==> src/rtl/rr_selector_pkg.sv <==
// rtl/rr_selector_pkg.sv - shared mode constants and index helper for rr_selector
package rr_selector_pkg;

  localparam logic MODE_FIXED = 1'b0;
  localparam logic MODE_RR    = 1'b1;

  function automatic int wrap_next(input int idx, input int n);
    return (idx + 1 >= n) ? 0 : idx + 1;
  endfunction

endpackage

==> src/rtl/rr_arbiter.sv <==
// rtl/rr_arbiter.sv - round-robin priority search starting at ptr, wrapping at N-1
module rr_arbiter
  import rr_selector_pkg::*;
#(
  parameter int N    = 4,
  parameter int SELW = $clog2(N)
) (
  input  logic [N-1:0]    req,
  input  logic [SELW-1:0] ptr,
  output logic [N-1:0]    grant,
  output logic [SELW-1:0] grant_idx,
  output logic            any
);

  always_comb begin : search
    int idx;
    grant     = '0;
    grant_idx = '0;
    any       = 1'b0;
    idx       = 0;
    for (int i = 0; i < N; i++) begin
      idx = (int'(ptr) + i) % N;
      if (!any && req[SELW'(idx)]) begin
        any                = 1'b1;
        grant[SELW'(idx)]  = 1'b1;
        grant_idx          = SELW'(idx);
      end
    end
  end

endmodule

==> src/rtl/rr_selector.sv <==
// rtl/rr_selector.sv - N-to-1 channel selector, fixed or round-robin, with registered output
module rr_selector
  import rr_selector_pkg::*;
#(
  parameter int WIDTH    = 8,
  parameter int CHANNELS = 4,
  parameter int SELW     = $clog2(CHANNELS)
) (
  input  logic                      clk,
  input  logic                      rst_n,
  input  logic                      mode,
  input  logic [SELW-1:0]           sel,
  input  logic [CHANNELS*WIDTH-1:0] in_data,
  input  logic [CHANNELS-1:0]       in_valid,
  output logic [CHANNELS-1:0]       in_ready,
  output logic [WIDTH-1:0]          out_data,
  output logic [SELW-1:0]           out_chan,
  output logic                      out_valid,
  input  logic                      out_ready
);

  logic [SELW-1:0]     ptr;
  logic [CHANNELS-1:0] arb_grant;
  logic [SELW-1:0]     arb_idx;
  logic                arb_any;
  logic [CHANNELS-1:0] fixed_vec;
  logic [CHANNELS-1:0] take;
  logic                loadable;
  logic                xfer;
  logic [WIDTH-1:0]    mux_data;
  logic [SELW-1:0]     mux_chan;

  rr_arbiter #(.N(CHANNELS), .SELW(SELW)) u_arb (
    .req       (in_valid),
    .ptr       (ptr),
    .grant     (arb_grant),
    .grant_idx (arb_idx),
    .any       (arb_any)
  );

  // rst_n gates loadable so in_ready is silent during reset even though out_valid=0
  assign loadable = rst_n & (~out_valid | out_ready);

  always_comb begin
    fixed_vec = '0;
    for (int k = 0; k < CHANNELS; k++) begin
      fixed_vec[k] = (sel == SELW'(k));
    end
  end

  always_comb begin
    in_ready = '0;
    if (loadable) begin
      if (mode == MODE_RR) begin
        in_ready = arb_any ? arb_grant : '0;
      end else begin
        in_ready = fixed_vec;
      end
    end
  end

  assign take = in_ready & in_valid;
  assign xfer = |take;

  // take is at most one-hot, so an OR-reduce mux is exact
  always_comb begin
    mux_data = '0;
    mux_chan = '0;
    for (int k = 0; k < CHANNELS; k++) begin
      if (take[k]) begin
        mux_data = mux_data | in_data[k*WIDTH +: WIDTH];
        mux_chan = mux_chan | SELW'(k);
      end
    end
  end

  always_ff @(posedge clk or negedge rst_n) begin
    if (!rst_n) begin
      out_data  <= '0;
      out_chan  <= '0;
      out_valid <= 1'b0;
      ptr       <= '0;
    end else if (xfer) begin
      out_data  <= mux_data;
      out_chan  <= mux_chan;
      out_valid <= 1'b1;
      if (mode == MODE_RR) begin
        ptr <= SELW'(wrap_next(int'(arb_idx), CHANNELS));
      end
    end else if (out_ready) begin
      out_valid <= 1'b0;
    end
  end

endmodule

==> config.mk <==
export PLATFORM = sky130hd
export DESIGN_NAME = rr_selector
export DESIGN_NICKNAME = d
export VERILOG_FILES = /design/src/rtl/rr_selector_pkg.sv /design/src/rtl/rr_arbiter.sv /design/src/rtl/rr_selector.sv
export SDC_FILE = /design/constraint.sdc
export NUM_CORES = 1
export LEC_CHECK = 0
export ABC_CLOCK_PERIOD_IN_PS = 3750
export CELL_PAD_IN_SITES_DETAIL_PLACEMENT = 1
export CELL_PAD_IN_SITES_GLOBAL_PLACEMENT = 1
export CORE_MARGIN = 4
export CORE_UTILIZATION = 30
export CTS_BUF_LIST = sky130_fd_sc_hd__clkbuf_8
export CTS_CLUSTER_SIZE = 40
export DETAILED_ROUTE_END_ITERATION = 12
export PLACE_DENSITY_LB_ADDON = 0.1
export SETUP_SLACK_MARGIN = 0.2
export SLEW_MARGIN = 20
export SYNTH_ARGS = -nofsm -noshare
export SYNTH_HDL_FRONTEND = slang
export SYNTH_SLANG_ARGS = --single-unit
==> constraint.sdc <==
create_clock -name clk -period 3.75 [get_ports clk]
set_input_delay 0.75 -clock clk [delete_from_list [all_inputs] [get_ports clk]]
set_output_delay 0.75 -clock clk [all_outputs]
set_load 0.01 [all_outputs]
Word-level counts from Yosys, hierarchy flattened

Index checks and enable logic that the tools add are counted.

Bits in registers: 13
Input bits: 42

Add/subtract/negate cells: 4
Magnitude comparators: 9
Eq/ne operators: 3
Multiplexer cells: 45
Bitwise operators: 10
Reductions and logical operators: 14

Operators by type and width:

| cell                | number |
|---|---|
| $mux 8              | 4 |
| $mux 4              | 7 |
| $or 8x8->8          | 3 |
| $mux 1              | 19 |
| $lt 2x4->1 const B  | 4 |
| $mux 2              | 7 |
| $or 4x4->4          | 3 |
| $bmux 1 s2          | 4 |
| $demux 1 s2         | 4 |
| $ge 2x1->1 const B  | 4 |
| $logic_and 1x1->1   | 7 |
| $add 2x2->2 const B | 2 |
| $and 4x4->4         | 1 |
| $eq 2x2->1 const B  | 2 |
| $reduce_or 4->1     | 1 |
| $add 2x1->3 const B | 1 |
| $ge 3x3->1 const B  | 1 |
| $logic_not 1->1     | 3 |
| $add 2x1->2 const B | 1 |
| $eq 2x1->1 const B  | 1 |
| $logic_not 2->1     | 1 |
| $reduce_and 2->1    | 1 |
| $reduce_bool 2->1   | 1 |
| $and 1x1->1         | 1 |
| other kinds (2)     | 2 |

Depth between registers and ports, before layout

Depth after elaboration: 24
Mapped depth: 13
Depth with buffers taken out: 9

Cells and area by module

From an unflattened synthesis, not the netlist that was laid out.

Cells, all modules: 148
Area, all modules: 1340.0 um^2

Modules (own cells, without submodules):

| module      | times used | cells an instance | area each (um^2) | sequential area each (um^2) |
|---|---|---|---|---|
| rr_selector | 1          | 86                | 808.3            | 325.3 |
| rr_arbiter  | 1          | 62                | 531.8            | 0.0 |

Least setup slack after synthesis

OpenSTA, ideal clock, no wires.

Path kind: register -> output
Start: register (tool-made name)
End: output in_ready[0]
Arrival: 2.807 ns
Data required time: 3.000 ns
Path slack: 0.193 ns
Stages on the path, launching flop included: 11
Buffers on the path: 4
Cell sequence: dfrtp_1 buf_6 clkbuf_1 inv_1 ha_1 clkbuf_8 mux4_2 or2_1 o221a_2 buf_6 nor3b_1

RTL lines:

| what          | RTL line          | RTL |
|---|---|---|
| end, declared | rr_selector.sv:15 | `output logic [CHANNELS-1:0] in_ready,` |

Worst setup path in the final report

Start: input in_valid[0]
End: output in_ready[1]

Longest elaborated chain between the ends: 16

RTL lines:

| what                                       | RTL line          | RTL |
|---|---|---|
| start, declared                            | rr_selector.sv:14 | `input logic [CHANNELS-1:0] in_valid,` |
| $bmux 1 s2                                 | rr_arbiter.sv:23  | `if (!any && req[SELW'(idx)]) begin` |
| $mux 1 (implied by the code) (2 in series) | rr_arbiter.sv:23  |  |
| $mux 1                                     | rr_arbiter.sv:23  |  |
| $logic_not 1->1                            | rr_arbiter.sv:23  |  |
| $logic_and 1x1->1                          | rr_arbiter.sv:23  |  |
| $mux 1                                     | rr_arbiter.sv:23  |  |
| $logic_not 1->1                            | rr_arbiter.sv:23  |  |
| $logic_and 1x1->1                          | rr_arbiter.sv:23  |  |
| $mux 1                                     | rr_arbiter.sv:23  |  |
| $logic_not 1->1                            | rr_arbiter.sv:23  |  |
| $logic_and 1x1->1                          | rr_arbiter.sv:23  |  |
| $mux 4 or $mux 1 (tied branches)           | rr_arbiter.sv:23  |  |
| $mux 4 *                                   | rr_selector.sv:55 | `in_ready = arb_any ? arb_grant : '0;` |
| $mux 4 *                                   | rr_selector.sv:54 | `if (mode == MODE_RR) begin` |
| $mux 4 *                                   | rr_selector.sv:53 | `if (loadable) begin` |

Every way passes the cells marked *; elsewhere a longest branch is shown, timed or not. The select of a mux whose other input is x is not followed.

==> impl_metrics.json <==
{
  "ioPinCount": 57,
  "cp_max_fo": 4,
  "rows": 26,
  "nets": 296,
  "startpoint": "in_valid[0]",
  "timing.final.hold_violations": 0,
  "dp.cells": 311,
  "antenna_left": 0,
  "drt_pass1_iterations": 4,
  "cts_buffers": 3,
  "finish.instance_area_um2": 2530,
  "path_class": "in -> out",
  "seq_area_um2": 325,
  "synth_warnings": 0,
  "antenna_found_initial": 0,
  "drive_gt1_share_pct": 38.4,
  "rsz0062_at_grt": "yes",
  "crit_required_ns": 3.00,
  "core-area_um2": 5110,
  "drc": 0,
  "routabilityCongestion": 0.841,
  "r2r_cells": 11,
  "async_flop_share_pct": 100,
  "io_buffer_count": 56,
  "dieArea_um2": 6470,
  "power.leakage_nw": 1.15,
  "drt_iter0_drc": 43,
  "wl_per_cell_um": 18.5,
  "start_kind": "input pin",
  "cap_viol_max_count": 0,
  "synth_edf_count": 0,
  "start_util_pct": 30.8,
  "cp_num_cells": 8,
  "crit_family": "buffers and inverters",
  "r2r-end": "out_data[6]",
  "slew_violations": 0,
  "via_count": 1644,
  "path_buf_inv": 3,
  "syn_inst": 162,
  "reg2reg_from": "ptr[1]",
  "avgViaCountPerCell": 5.22,
  "finalCritPeriodShare_pct": 93.9,
  "tns_ns": 0,
  "synth-seq-area-share_pct": 20.7,
  "slew_headroom_pct": 75.1,
  "synth_seq_cells": 13,
  "insertion_delay_ns": 0.25,
  "dp_hpwl_um": 4490,
  "slowest_delay_ns": 0.53,
  "synth_fp_nets": 212,
  "fin_skew_ns": 0.00640,
  "routed_wl_um": 5820,
  "n_fill_cell": 606,
  "grt_pass1_vias": 1832,
  "track_usage_pct": 18.3,
  "die_h_um": 80.4,
  "end_kind": "output port",
  "ys_types": 49,
  "syn_area_um2": 1570,
  "num_antenna_cells": 0,
  "syn_to_final_growth_pct": 61.0,
  "grt_start_max_net_pins": 22,
  "fmax_mhz": 284,
  "status": "complete, no violations",
  "power-per-cell-area_nw_per_um2": 660,
  "postCtsHoldBufs": 0,
  "synth_ff_type": "dfrtp_1",
  "cp_slowest_cell": "mux4_2",
  "post-route-util_pct": 49.6,
  "finalSetupViolCount": 0,
  "arrival_ns": 2.77,
  "crit_end": "in_ready[1]",
  "grt_first_pass_wirelength_um": 9090,
  "clk_pin_slew_ns": 0.06,
  "cts_tree": "built",
  "multi_input_area_um2": 1170,
  "tightestPinTransition_ns": 0.373,
  "cts.htree.levels": 1,
  "critical_path.cell_chain": "clkdlybuf4s50_1 -> mux4_2 -> buf_4 -> a31o_2 -> a221oi_2 -> o221a_4 -> nor3b_2 -> buf_2",
  "irDropWorstVdd_v": 0.000311,
  "final_cell_count_no_fill": 315,
  "gr-total-overflow": 0,
  "min_period_ns": 3.52,
  "dpl_cell_area_um2": 2390,
  "r2r_setup_slack_ns": 0.44,
  "worstHoldPathType": "reg -> reg",
  "clk_path_buf_depth": 2,
  "cts.sinks": 13,
  "die_w_um": 80.4,
  "cts-root-buf": "clkbuf_8",
  "syn_area_per_cell_um2": 9.72
}
[cell usage in the layout (no fill, tap or decap), types with 2 or more instances in the layout]
cell type and n:
a21oi_1 5, o32ai_1 8, buf_2 4, buf_4 30, nor4b_2 3, nand2b_1 4, nor2b_1 2, a221o_2 7
nand2_1 7, o21ai_0 3, a221o_1 2, clkdlybuf4s50_1 49, a31o_2 2, mux4_2 4, ha_1 8, dlymetal6s2s_1 3
dfrtp_1 13, mux2_2 12, a221oi_2 2, mux2i_1 4, nor2_2 2, buf_12 2, nor3b_2 2, nand3_1 2
inv_1 22, o22ai_1 2, nor2_1 10, clkbuf_8 3
[registers in the layout, indices dropped and copies added, names as in the netlist, named ones only]
register and cells:
ptr 1, out_valid 1, out_data 8, out_chan 2
[synth_stat cells (all sizes together), types with 4 or more instances]
master	n	share of area, %
nor2	13	3.4
mux2i	5	3.2
o32ai	8	4.5
nor4b	4	2.2
inv	21	5.0
mux4	4	5.7
a21oi	5	1.6
nand2b	5	2.5
buf	6	4.1
mux2	13	9.5
nand2	8	2.1
dfrtp	13	21
a221o	9	6.3
clkbuf	4	2.3
ha	8	6.4
[per-layer routing]
metal / vias to the layer above / part of all wire [%] / global-route usage [%]
met5: - / 0 / 0
met4: 0 / 1.8 / 5.24
met3: 9 / 4.1 / 3.14
met2: 45 / 51 / 32.2
met1: 814 / 43 / 22.8
li1: 776 / - / -
[cells by family after synthesis]
| logic type | after synthesis | synth area share [%] |
|---|---|---|
| xor+xnor | 1 | 0.557 |
| simple gates | 42 | 16.1 |
| flops | 13 | 20.7 |
| compound gates | 45 | 26.6 |
| mux | 22 | 18.4 |
| fa+ha+maj | 8 | 6.36 |
| buf+inv | 31 | 11.4 |
[metrics by stage]
step / power [mW] / worst slack, ns / hold slack, ns
6_report: 1.67 / 0.229 / 0.494
5_1_grt: 1.78 / 0.190 / 0.525
4_1_cts: 1.61 / 0.126 / 0.495
3_5_place_dp: 1.44 / -0.231 / 0.469
3_3_place_gp: 1.40 / -0.226 / 0.471
2_1_floorplan: 0.989 / 0.347 / 0.454
[worst reg2reg max path, cell delays in order (launching register included)]
cell and delay (ns):
dfrtp_1 0.42, inv_1 0.13, ha_1 0.53, mux2_2 0.40, a31o_2 0.25, a221oi_2 0.19, o221a_2 0.26, buf_4 0.20
nor2_2 0.09, nor3_4 0.22, buf_12 0.16, mux2_2 0.33
[worst min-delay path by stage]
stage / start / end / slack, ns / cells past startpoint
finish: out_chan[1] / out_chan[1] / 0.49 / 1
global route: out_chan[1] / out_chan[1] / 0.52 / 1
CTS: out_chan[1] / out_chan[1] / 0.49 / 1
detailed placement: out_chan[1] / out_chan[1] / 0.47 / 1
global placement: out_chan[1] / out_chan[1] / 0.47 / 1
floorplan: rst_n / async pin / 0.45 / 0
[power by group]
group          internal (mW)  leakage, nW  total (mW)  switching (mW)
combinational          0.649        0.955        1.29           0.645
sequential             0.206        0.166       0.246          0.0399
clock                 0.0727       0.0269       0.132          0.0592
total                  0.928         1.15        1.67           0.744
[layout make-up]
class,instances,share of cell area (%)
Timing Repair Buffer,89,32.5
Clock inverter,1,0.148
Sequential cell,13,12.8
Tap cell,70,3.46
Multi-Input combinational cell,118,46.3
Inverter,21,3.11
Clock buffer,3,1.63
[repair_timing]
item | in CTS | in global routing
gates resized for setup | 22 | 17
endpoints found under the hold margin | 0 | 0
pin swaps | 1 | 3
buffers inserted | 0 | 0
gates cloned | 0 | 0
endpoints found under the setup margin | 4 | 12
No activity file was read; power rests on OpenSTA's default activity.
